[config.mk]
export PLATFORM = sky130hd
export DESIGN_NAME = serial_subtractor
export DESIGN_NICKNAME = d
export VERILOG_FILES = /design/src/rtl/serial_subtractor_pkg.sv /design/src/rtl/full_subtractor.sv /design/src/rtl/serial_subtractor.sv
export SDC_FILE = /design/constraint.sdc
export NUM_CORES = 1
export LEC_CHECK = 0
export BUFFER_PORTS_ARGS = -buffer_cell sky130_fd_sc_hd__buf_2
export CAP_MARGIN = 10
export CORE_AREA = 2 2 64 66
export CTS_CLUSTER_SIZE = 8
export DETAILED_ROUTE_END_ITERATION = 8
export DIE_AREA = 0 0 66 68
export PLACE_DENSITY = 0.72
export SYNTH_ARGS = -nofsm -noshare
export SYNTH_HDL_FRONTEND = slang
export SYNTH_SLANG_ARGS = --single-unit
[constraint.sdc]
create_clock -name clk -period 1.23 [get_ports clk]
set_input_delay 0.0615 -clock clk [delete_from_list [all_inputs] [get_ports clk]]
set_output_delay 0.0615 -clock clk [all_outputs]
set_load 0.05 [all_outputs]
[src/rtl/serial_subtractor_pkg.sv]
// Shared types and constants for the bit-serial subtractor.
// Latency: n/a (declarations only).
// Backpressure: n/a (declarations only).
package serial_subtractor_pkg;

    // Control FSM states; encoding is fixed so that debug probes decode consistently.
    typedef enum logic [1:0] {
        IDLE  = 2'b00,
        SHIFT = 2'b01,
        DONE  = 2'b10
    } state_t;

    // Default operand width and the matching bit-counter width.
    localparam int DEF_WIDTH = 8;
    localparam int DEF_CNT_W = $clog2(DEF_WIDTH);

    // Bit-counter width for a given operand width; never narrower than one bit.
    function automatic int cnt_width(input int w);
        return (w < 2) ? 1 : $clog2(w);
    endfunction

endpackage

[src/rtl/full_subtractor.sv]
// One-bit full subtractor cell: d = a - b - bin, with borrow out.
// Latency: purely combinational, zero cycles.
// Backpressure: none; outputs follow the inputs.
module full_subtractor (
    input  logic a,
    input  logic b,
    input  logic bin,
    output logic d,
    output logic bout
);

    logic w_axb;

    // Difference bit and borrow out.
    always_comb begin
        w_axb = a ^ b;
        d     = w_axb ^ bin;
        bout  = (~a & b) | (~w_axb & bin);
    end

endmodule

[src/rtl/serial_subtractor.sv]
// Bit-serial WIDTH-bit subtractor (diff = a - b, LSB first); optional ovf port under SERIAL_SUBTRACTOR_OVF_EN.
// Latency: start accepted at edge T -> done pulse in the cycle after edge T+WIDTH+1.
// Backpressure: start is only sampled in IDLE; a start while busy is dropped, never queued.
module serial_subtractor
    import serial_subtractor_pkg::*;
#(
    parameter int WIDTH = DEF_WIDTH
) (
    input  logic             clk,
    input  logic             rst_n,
    input  logic             start,
    input  logic [WIDTH-1:0] a,
    input  logic [WIDTH-1:0] b,
    output logic             busy,
    output logic             done,
    output logic [WIDTH-1:0] diff,
    output logic             borrow
`ifdef SERIAL_SUBTRACTOR_OVF_EN
    ,
    output logic             ovf
`endif
);

    localparam int CNT_W = cnt_width(WIDTH);
    localparam logic [CNT_W-1:0] LAST_BIT = CNT_W'(WIDTH - 1);

    state_t           r_state;
    state_t           w_state_nxt;
    logic [CNT_W-1:0] r_cnt;
    logic [WIDTH-1:0] r_a_sr;
    logic [WIDTH-1:0] r_b_sr;
    logic [WIDTH-1:0] r_diff_sr;
    logic             r_bin;
    logic             r_done;
    logic [WIDTH-1:0] r_diff;
    logic             r_borrow;
    logic             w_d;
    logic             w_bout;

`ifdef SERIAL_SUBTRACTOR_OVF_EN
    // Operand sign bits are shifted out of the operand registers, so keep a copy.
    logic r_a_msb;
    logic r_b_msb;
    logic r_ovf;
`endif

    // The single shared subtract cell, fed from the low end of the operand registers.
    full_subtractor u_cell (
        .a    (r_a_sr[0]),
        .b    (r_b_sr[0]),
        .bin  (r_bin),
        .d    (w_d),
        .bout (w_bout)
    );

    // FSM state register.
    always_ff @(posedge clk or negedge rst_n) begin
        if (!rst_n) begin
            r_state <= IDLE;
        end else begin
            r_state <= w_state_nxt;
        end
    end

    // Next-state logic: accept in IDLE, walk WIDTH bits, then one DONE cycle.
    always_comb begin
        w_state_nxt = r_state;
        case (r_state)
            IDLE:    if (start) w_state_nxt = SHIFT;
            SHIFT:   if (r_cnt == LAST_BIT) w_state_nxt = DONE;
            DONE:    w_state_nxt = IDLE;
            default: w_state_nxt = IDLE;
        endcase
    end

    // Operand capture and per-bit shift datapath.
    always_ff @(posedge clk or negedge rst_n) begin
        if (!rst_n) begin
            r_a_sr    <= '0;
            r_b_sr    <= '0;
            r_diff_sr <= '0;
            r_bin     <= 1'b0;
            r_cnt     <= '0;
`ifdef SERIAL_SUBTRACTOR_OVF_EN
            r_a_msb   <= 1'b0;
            r_b_msb   <= 1'b0;
`endif
        end else begin
            case (r_state)
                IDLE: begin
                    if (start) begin
                        r_a_sr    <= a;
                        r_b_sr    <= b;
                        r_diff_sr <= '0;
                        r_bin     <= 1'b0;
                        r_cnt     <= '0;
`ifdef SERIAL_SUBTRACTOR_OVF_EN
                        r_a_msb   <= a[WIDTH-1];
                        r_b_msb   <= b[WIDTH-1];
`endif
                    end
                end
                SHIFT: begin
                    // Results enter at the MSB so the first (LSB) bit ends at bit 0.
                    r_diff_sr <= {w_d, r_diff_sr[WIDTH-1:1]};
                    r_a_sr    <= {1'b0, r_a_sr[WIDTH-1:1]};
                    r_b_sr    <= {1'b0, r_b_sr[WIDTH-1:1]};
                    r_bin     <= w_bout;
                    r_cnt     <= r_cnt + CNT_W'(1);
                end
                default: ;
            endcase
        end
    end

    // Result registers: loaded while in DONE, then held until the next result.
    always_ff @(posedge clk or negedge rst_n) begin
        if (!rst_n) begin
            r_done   <= 1'b0;
            r_diff   <= '0;
            r_borrow <= 1'b0;
`ifdef SERIAL_SUBTRACTOR_OVF_EN
            r_ovf    <= 1'b0;
`endif
        end else begin
            r_done <= (r_state == DONE);
            if (r_state == DONE) begin
                r_diff   <= r_diff_sr;
                r_borrow <= r_bin;
`ifdef SERIAL_SUBTRACTOR_OVF_EN
                r_ovf    <= (r_a_msb ^ r_b_msb) & (r_a_msb ^ r_diff_sr[WIDTH-1]);
`endif
            end
        end
    end

    assign busy   = (r_state != IDLE);
    assign done   = r_done;
    assign diff   = r_diff;
    assign borrow = r_borrow;
`ifdef SERIAL_SUBTRACTOR_OVF_EN
    assign ovf    = r_ovf;
`endif

endmodule

* After elaboration in Yosys (flattened, before gate mapping)
Cells that the tools add are included. Widths: inputs -> output; s select.
Operators by class: add/subtract/negate cells 1, multiply operators 0, div/mod/pow operators 0, magnitude comparators 0, equal/unequal tests 5, shift operators 0, multiplexer cells 13, bitwise gates (word level) 7, reduce and logical (&&, ||, !) cells 5
Operator list (number):
- $pmux 8 s2 | 3
- $mux 8 | 3
- $pmux 3 s2 | 1
- $mux 2 | 2
- $ne 2x2->1 const B | 2
- $pmux 2 s2 | 1
- $reduce_and 2->1 | 2
- $reduce_bool 2->1 | 2
- $add 3x1->3 const B | 1
- $eq 3x3->1 const B | 1
- $mux 3 | 1
- $and 1x1->1 | 2
- $eq 2x1->1 const B | 1
- $eq 2x2->1 const B | 1
- $logic_not 2->1 | 1
- $not 1->1 | 2
- $pmux 1 s2 | 1
- $xor 1x1->1 | 2
- $mux 1 | 1
- $or 1x1->1 | 1
Word-level totals: register bits 40, bits in latches 0, bits in writable memories 0, bits in read-only memories 0, word-level logic and storage cells 40, memories kept 0

* Depth between registers and ports, before layout
Gate-level depths: netlist (run 1).
depth in word-level cells 5, mapped depth 5, mapped depth without buffers 4

* Modules after synthesis
A second synthesis (run 1) with hierarchy kept.
Unflattened totals: cells, all modules 137, area, all modules 1810.5 um^2
By module, submodules not included:
- serial_subtractor | instances 1, cells an instance 133, area an instance 1779.2 um^2
- full_subtractor | instances 1, cells an instance 4, area an instance 31.3 um^2

* Worst setup path after synthesis (run 1)
Ideal clock, no wire load.
path type flip-flop to flip-flop, from register r_state[0], to register r_b_sr[3], setup time 0.123 ns, data arrival time 1.102 ns, setup slack 0.005 ns, stages on the path, launching flop included 4, clock period less this slack 1.225 ns, cell sequence dfrtp_1 buf_6 or4b_1 o221a_2
On the way: longest elaborated chain between the ends 3, elaborated cells on any way between the ends 6
RTL lines:
- start: declaration | RTL line serial_subtractor.sv:27 | state_t r_state;
- start signal: assignment | RTL line serial_subtractor.sv:61 | r_state <= w_state_nxt;
- $eq 2x1->1 / $logic_not 2->1 (equally long branches) | RTL line serial_subtractor.sv:89 | case (r_state)
- $reduce_bool 2->1 (no line) / $ne 2x2->1 (equally long branches)
- $reduce_and 2->1 (no line)
- end signal: assignment | RTL line serial_subtractor.sv:107 | r_b_sr <= {1'b0, r_b_sr[WIDTH-1:1]};
- end: declaration | RTL line serial_subtractor.sv:31 | logic [WIDTH-1:0] r_b_sr;
Several ways; a longest one is shown, not always the timed one. A chain may end at the register's enable or synchronous reset.

* Final worst setup path (run 1)
from register r_state[1], to register r_b_sr[3]
Same word-level chain as after synthesis.

==> reports/summary.txt, run 1 <==
Clock Latency Late Sink -> 290 ps
Primary FF master, synth -> dfrtp_1
DRC Markers -> 0
Run status -> finished, violations left
Die X -> 66 µm
Delay-heaviest family, CP -> simple AND/OR/NAND/NOR gates
Initial antenna violation count -> 0
EDFF count, synth -> 0
PD cells -> 2540 nW/µm²
Worst R2R Path Depth -> 3
Tmin final -> 1300 ps
Share of post-route cells with drive strength above 1 -> 53.3%
Die ar. -> 4490 µm²
Crit path kind -> register to register
Synth-to-layout area growth -> 37.2%
Total wire length -> 3890 µm
First-pass GRT wire length -> 6460 µm
Worst Path Arrival -> 1480 ps
Count leader, synth -> dfrtp_1
Levels on crit path -> 3
H-tree depth -> 2
Synth cell count leaders -> dfrtp_1, inv_1, a22o_1, nor4b_1, mux2_2
Post-synth top area share -> 55.5%
Buffer and inverter count on the worst path -> 1
Longest Clk Path Bufs -> 2
Routed via count -> 1268
Yosys warnings -> 0
Setup crit end kind -> register
Post-DRT Antenna Nets -> 0
Global routing usage on met1 -> 23.4%
Yosys top cell by area -> dfrtp_1
Worst VDD drop -> 1.63 mV
DR iter-0 viols -> 63
Floorplan core area -> 3860 µm²
Hold Path Cell Cnt -> 3
Mapped Cells -> 136
GRT Total Usage -> 19.5%
CP Cell Sequence -> buf_6 > or4b_1 > o221a_2
Ys async rst share -> 100%
Inserted Diodes -> 0
Sequential fraction of the synthesis area -> 55.5%
Clk sinks -> 40
Unrepaired setup endpoints after global routing -> yes
GR Layer Usage met2 -> 34.8%
Final hold viol count -> 0
Largest net degree at the start of global routing -> 24
Hold WS -> 95.0 ps
Setup-failing EPs final -> 22
Synth Cell Area -> 1800 µm²
Worst Setup Slack post-DPL -> -140 ps
Slowest CP cell -> or4b_1
Max Freq -> 769 MHz
GPL Wtd Cong -> 0.794
Peak per-stage delay on the critical path -> 470 ps
Fin Clk Skew -> 3.54 ps
IO Port Bufs -> 29
Vias in the first global route -> 1370
Gr busiest metal -> met2
Worst slew margin -> 70.5%
Most area-consuming cells after synthesis -> dfrtp_1, mux2_2, a22o_1
Root Driver -> clkbuf_8
Flops & latches, synth -> 40
TritonCTS Buffers -> 5
Largest fanout on the critical path -> 5
Detailed Routing Iterations Pass 1 -> 4
Max-slew violation count -> 0
DR WL/cell -> 16.7 µm
Startpoint Class -> register
Synth cell types -> 29
Period utilization -> 106%
Final setup margin -> -70.6 ps
DIE HEIGHT -> 68 µm
TritonCTS clock tree -> yes
Via/cell ratio -> 5.47
Worst-Margin Slew -> 442 ps
Avg Cell Area, Syn -> 13.3 µm²
Maxcap violations -> 0
Initial core utilization -> 46.8%
Row count -> 23
Worst-path clk slew -> 80 ps
WP data required -> 1410 ps
Leakage -> 1.15 nW
Congestion Overflow GR -> 0
HP Class -> primary input to register
I/O pins -> 30
Met3 Use GR -> 4.11%
Synth Net Count -> 158
Failing checks -> setup timing
Hpwl dp -> 2600 µm
Final net count -> 203
kinds of logic (layout without fill, tap and decap cells):
logic type / after synthesis / after routing / share of synthesized area, %
fa+ha+maj: 3 / 3 / 2.50
flops: 40 / 40 / 55.5
simple gates: 28 / 28 / 12.6
buf+inv: 25 / 71 / 7.97
mux: 10 / 10 / 6.17
compound gates: 30 / 30 / 15.3
per-layer routing:
layer | routed length (µm) | part of all wire [%]
met1 | 1680 | 43
met2 | 2020 | 52
met3 | 129 | 3.3
met4 | 58 | 1.5
met5 | 0 | 0
through the flow:
step	TNS, ps	instances	power (mW)	area, µm²	util (%)
after floorplan	0	136	4.07	1800	-
after global placement	-1150	219	4.58	2070	53.6
after detailed placement	-2750	219	4.74	2070	53.6
after CTS	-799	231	6.20	2440	63.2
after global routing	-1830	232	6.66	2480	64.2
final	-1010	232	6.29	2480	64.2
worst register-to-register path, cell delays in order, from the launching register on:
cell     delay, ps
dfrtp_2        450
buf_6          140
or4b_1         470
o221a_2        140
worst paths after layout:
kind	slack, ps	endpoint	startpoint
setup / recovery	-70	r_b_sr[3]	r_state[1]
min in group asynchronous	240	diff[5]	rst_n
hold / removal	90	r_a_sr[7]	a[7]
hold reg to reg	490	r_a_sr[7]	r_a_sr[7]
setup reg to reg	-70	r_b_sr[3]	r_state[1]
max in group asynchronous	520	r_a_sr[2]	rst_n
sequential cells by signal (all words and copies together) (netlist names):
register / cells
r_a_sr: 8
diff: 8
r_cnt: 3
r_state: 2
r_diff_sr: 8
r_bin: 1
r_b_sr: 8
borrow: 1
done: 1
cell type report:
class                           count  area, µm²
Fill cell                         291       1380
Timing Repair Buffer               51        373
Clock buffer                        8       90.1
Inverter                           12       45.0
Sequential cell                    40       1000
Tap cell                           50       62.6
Multi-Input combinational cell     71        902
power by group:
| part | switching [mW] | internal (mW) | leakage [nW] |
|---|---|---|---|
| Combinational | 1.69 | 1.44 | 0.620 |
| Sequential | 0.352 | 1.90 | 0.484 |
| Clock | 0.443 | 0.458 | 0.0455 |
what timing repair did:
action	CTS	global route
cloned	1	0
endpoints found under the setup margin	37	37
endpoints found under the hold margin	17	0
pin swaps	13	3
setup buffers	3	1
hold buffers	1	0
resized for setup	50	4
layout by cell type (no fill, tap or decap), types with 6 or more instances in the layout:
cell | netlist | routed
mux2_2 | 9 | 9
a22o_1 | 10 | 10
buf_4 | 1 | 10
clkbuf_8 | 0 | 6
a221oi_2 | 0 | 6
inv_1 | 12 | 12
buf_2 | 7 | 28
dfrtp_1 | 40 | 38
nor4b_4 | 0 | 9
buf_6 | 5 | 10
No activity file was read; power rests on OpenSTA's default activity.
==> run 2: changes to the inputs <==
CORE_AREA = 2 2 62 64   (was 2 2 64 66)
CTS_BUF_LIST = sky130_fd_sc_hd__clkbuf_8   (was unset)
DIE_AREA = 0 0 64 66   (was 0 0 66 68)
PLACE_DENSITY = 0.76   (was 0.72)
==> run 2 against run 1 <==
Effect of this change:
- the run still ends with setup timing left
- clock power is 1% lower
- wire length up 0.36%
- sequential power about the same
- flip-flop and latch count did not move
- sequential share of layout area is 0.050 points lower
- largest power group unchanged
- highest routed layer unchanged
==> reports/summary.txt, run 2 (synthesis results as in run 1) <==
Run status -> finished, violations left
Failing checks -> setup timing
Fin Clk Skew -> 4.31 ps (+0.766 ps)
CP Cell Sequence -> buf_12 > buf_8 > o21bai_4 > buf_12 > a221oi_2
Initial core utilization -> 50.8% (+4.0 points)
Setup-failing EPs final -> 39 (+77%)
Inserted Diodes -> 0 (unchanged)
Finished Cell Area -> 2480 µm² (unchanged)
Detailed Routing Iterations Pass 1 -> 4 (unchanged)
Die ar. -> 4220 µm² (-5.9%)
Worst-Margin Slew -> 513 ps (+71.3 ps)
Levels on crit path -> 5 (+2)
Placed cell area -> 2010 µm² (-2.5%)
Worst slew margin -> 65.7% (-4.8 points)
Die X -> 64 µm (-3.0%)
Max Freq -> 714 MHz (-7.1%)
Setup crit end kind -> register
PD cells -> 2590 nW/µm² (+2.1%)
Tmin final -> 1400 ps (+99.8 ps)
Period utilization -> 114% (+8.1 points)
Hold WS -> 60.1 ps (-34.9 ps)
Congestion Overflow GR -> 0 (unchanged)
Worst VDD drop -> 1.33 mV (-18%)
DR iter-0 viols -> 31 (-51%)
Buffer and inverter count on the worst path -> 3 (+2)
Largest net degree at the start of global routing -> 24 (unchanged)
Most common cell after layout, fill and taps aside -> dfrtp_1
Worst-path clk slew -> 70 ps (about the same)
Final net count -> 200 (-1.5%)
Leakage -> 1.19 nW (+3.7%)
Most used cell along the critical path -> buf_12
Placed cells -> 207 (-5.5%)
Slowest CP cell -> dfrtp_2
Top layer used by detailed routing -> met4
Final Non-Filler Cells -> 227 (-2.2%)
Floorplan core area -> 3550 µm² (-7.9%)
Maxcap violations -> 0 (unchanged)
Startpoint Class -> register
Worst Setup Slack post-DPL -> -412 ps (-271 ps)
Share of post-route cells with drive strength above 1 -> 50.8% (-2.5 points)
Total power -> 6.42 mW (+2.1%)
DIE HEIGHT -> 66 µm (-2.9%)
WP data required -> 1430 ps (+20 ps)
GRT Total Usage -> 20.4% (+0.95 points)
DR WL/cell -> 17.2 µm (+2.6%)
Worst Path Arrival -> 1600 ps (+120 ps)
Peak per-stage delay on the critical path -> 430 ps (-40 ps)
Delay-heaviest family, CP -> compound AO/OA/AOI/OAI gates
Metal2 WL -> 2100 µm (+4.0%)
Most frequent cells in the layout -> dfrtp_1, buf_2, inv_1, a22o_1, mux2_4
Hpwl dp -> 2140 µm (-18%)
Worst R2R Path Depth -> 5 (+2)
DRC Markers -> 0 (unchanged)
Root Driver -> clkbuf_8
First-pass GRT wire length -> 6320 µm (-2.1%)
GPL Wtd Cong -> 0.742 (-6.7%)
Final hold viol count -> 0 (unchanged)
Row count -> 22 (-4.3%)
I/O pins -> 30 (unchanged)
Final setup margin -> -170 ps (-99.8 ps)
Unrepaired setup endpoints after global routing -> yes
Initial antenna violation count -> 0 (unchanged)
Vias in the first global route -> 1302 (-5.0%)
Routed met1 length -> 1580 µm (-5.5%)
Synth-to-layout area growth -> 37.2% (unchanged)
Crit path kind -> register to register
Via/cell ratio -> 5.72 (+4.6%)
IO Port Bufs -> 29 (unchanged)
H-tree depth -> 2 (unchanged)
Met3 WL -> 145 µm (+12%)
Post-DRT Antenna Nets -> 0 (unchanged)
Max-slew violation count -> 0 (unchanged)
Clock Latency Late Sink -> 290 ps (about the same)
Total wire length -> 3900 µm (+0.36%)
Longest Clk Path Bufs -> 2 (unchanged)
Hold Path Cell Cnt -> 3 (unchanged)
TritonCTS Buffers -> 5 (unchanged)
Clk sinks -> 40 (unchanged)
TritonCTS clock tree -> yes
# fillers -> 249 (-14%)
HP Class -> primary input to register
Largest fanout on the critical path -> 7 (+2)
Routed via count -> 1298 (+2.4%)
-- run 2: changes by cell type in the layout (fill, tap and decap cells not counted), moves of 3 or more --
cell | previous run | this run
buf_6 | 10 | 0
nor4b_4 | 9 | 1
nor4b_2 | 1 | 4
nor4b_1 | 0 | 5
mux2_2 | 9 | 0
mux2_4 | 0 | 9
buf_12 | 1 | 6
-- run 2: layout make-up --
type | count | area (µm²) | area share, %
repair buffers | 47 | 425 | 17.2
multi-input cells | 72 | 851 | 34.4
clock inverters | 2 | 10.0 | 0.404
clock buffers | 6 | 82.6 | 3.34
flip-flops and latches | 40 | 1000 | 40.5
well taps | 48 | 60.1 | 2.43
inverters | 12 | 45.0 | 1.82
-- run 2: tightest hold or removal path, delay by kind of cell --
family	cells	cell delay [ps]
AND/OR/NAND/NOR	1	90
AO/OA/AOI/OAI	1	90
buffers and inverters	1	70
-- run 2: timing repair --
action,CTS,global route
endpoints found under the setup margin,35,39
cloned,2,1
endpoints found under the hold margin,17,0
setup buffers,5,4
resized for setup,33,14
pin swaps,9,3
hold buffers,1,0
-- run 2: final timing paths --
check                      slack [ps]  startpoint   endpoint
setup reg to reg                 -170  r_state[1]  r_a_sr[3]
min in group asynchronous         240       rst_n  r_b_sr[3]
max in group asynchronous         530       rst_n  r_a_sr[1]
hold reg to reg                   490    r_cnt[0]   r_cnt[0]
hold / removal                     60        a[7]  r_a_sr[7]
setup / recovery                 -170  r_state[1]  r_a_sr[3]
-- run 2: per-layer routing --
layer	track usage, %	vias to the layer above
met3	5.62	5
met5	0	-
met4	8.15	0
met2	35.9	29
met1	23.6	672
li1	-	592
-- run 2: where the power goes --
group / total, mW / internal, mW / switching, mW
clock: 0.890 / 0.447 / 0.443
combinational: 3.27 / 1.60 / 1.68
sequential: 2.26 / 1.90 / 0.352
-- run 2: stage by stage --
step	util, %	setup TNS (ps)
after CTS	66.7	-4870
after floorplan	-	0
after global routing	69.7	-6800
after global placement	56.7	-6450
final	69.7	-5170
after detailed placement	56.7	-8310
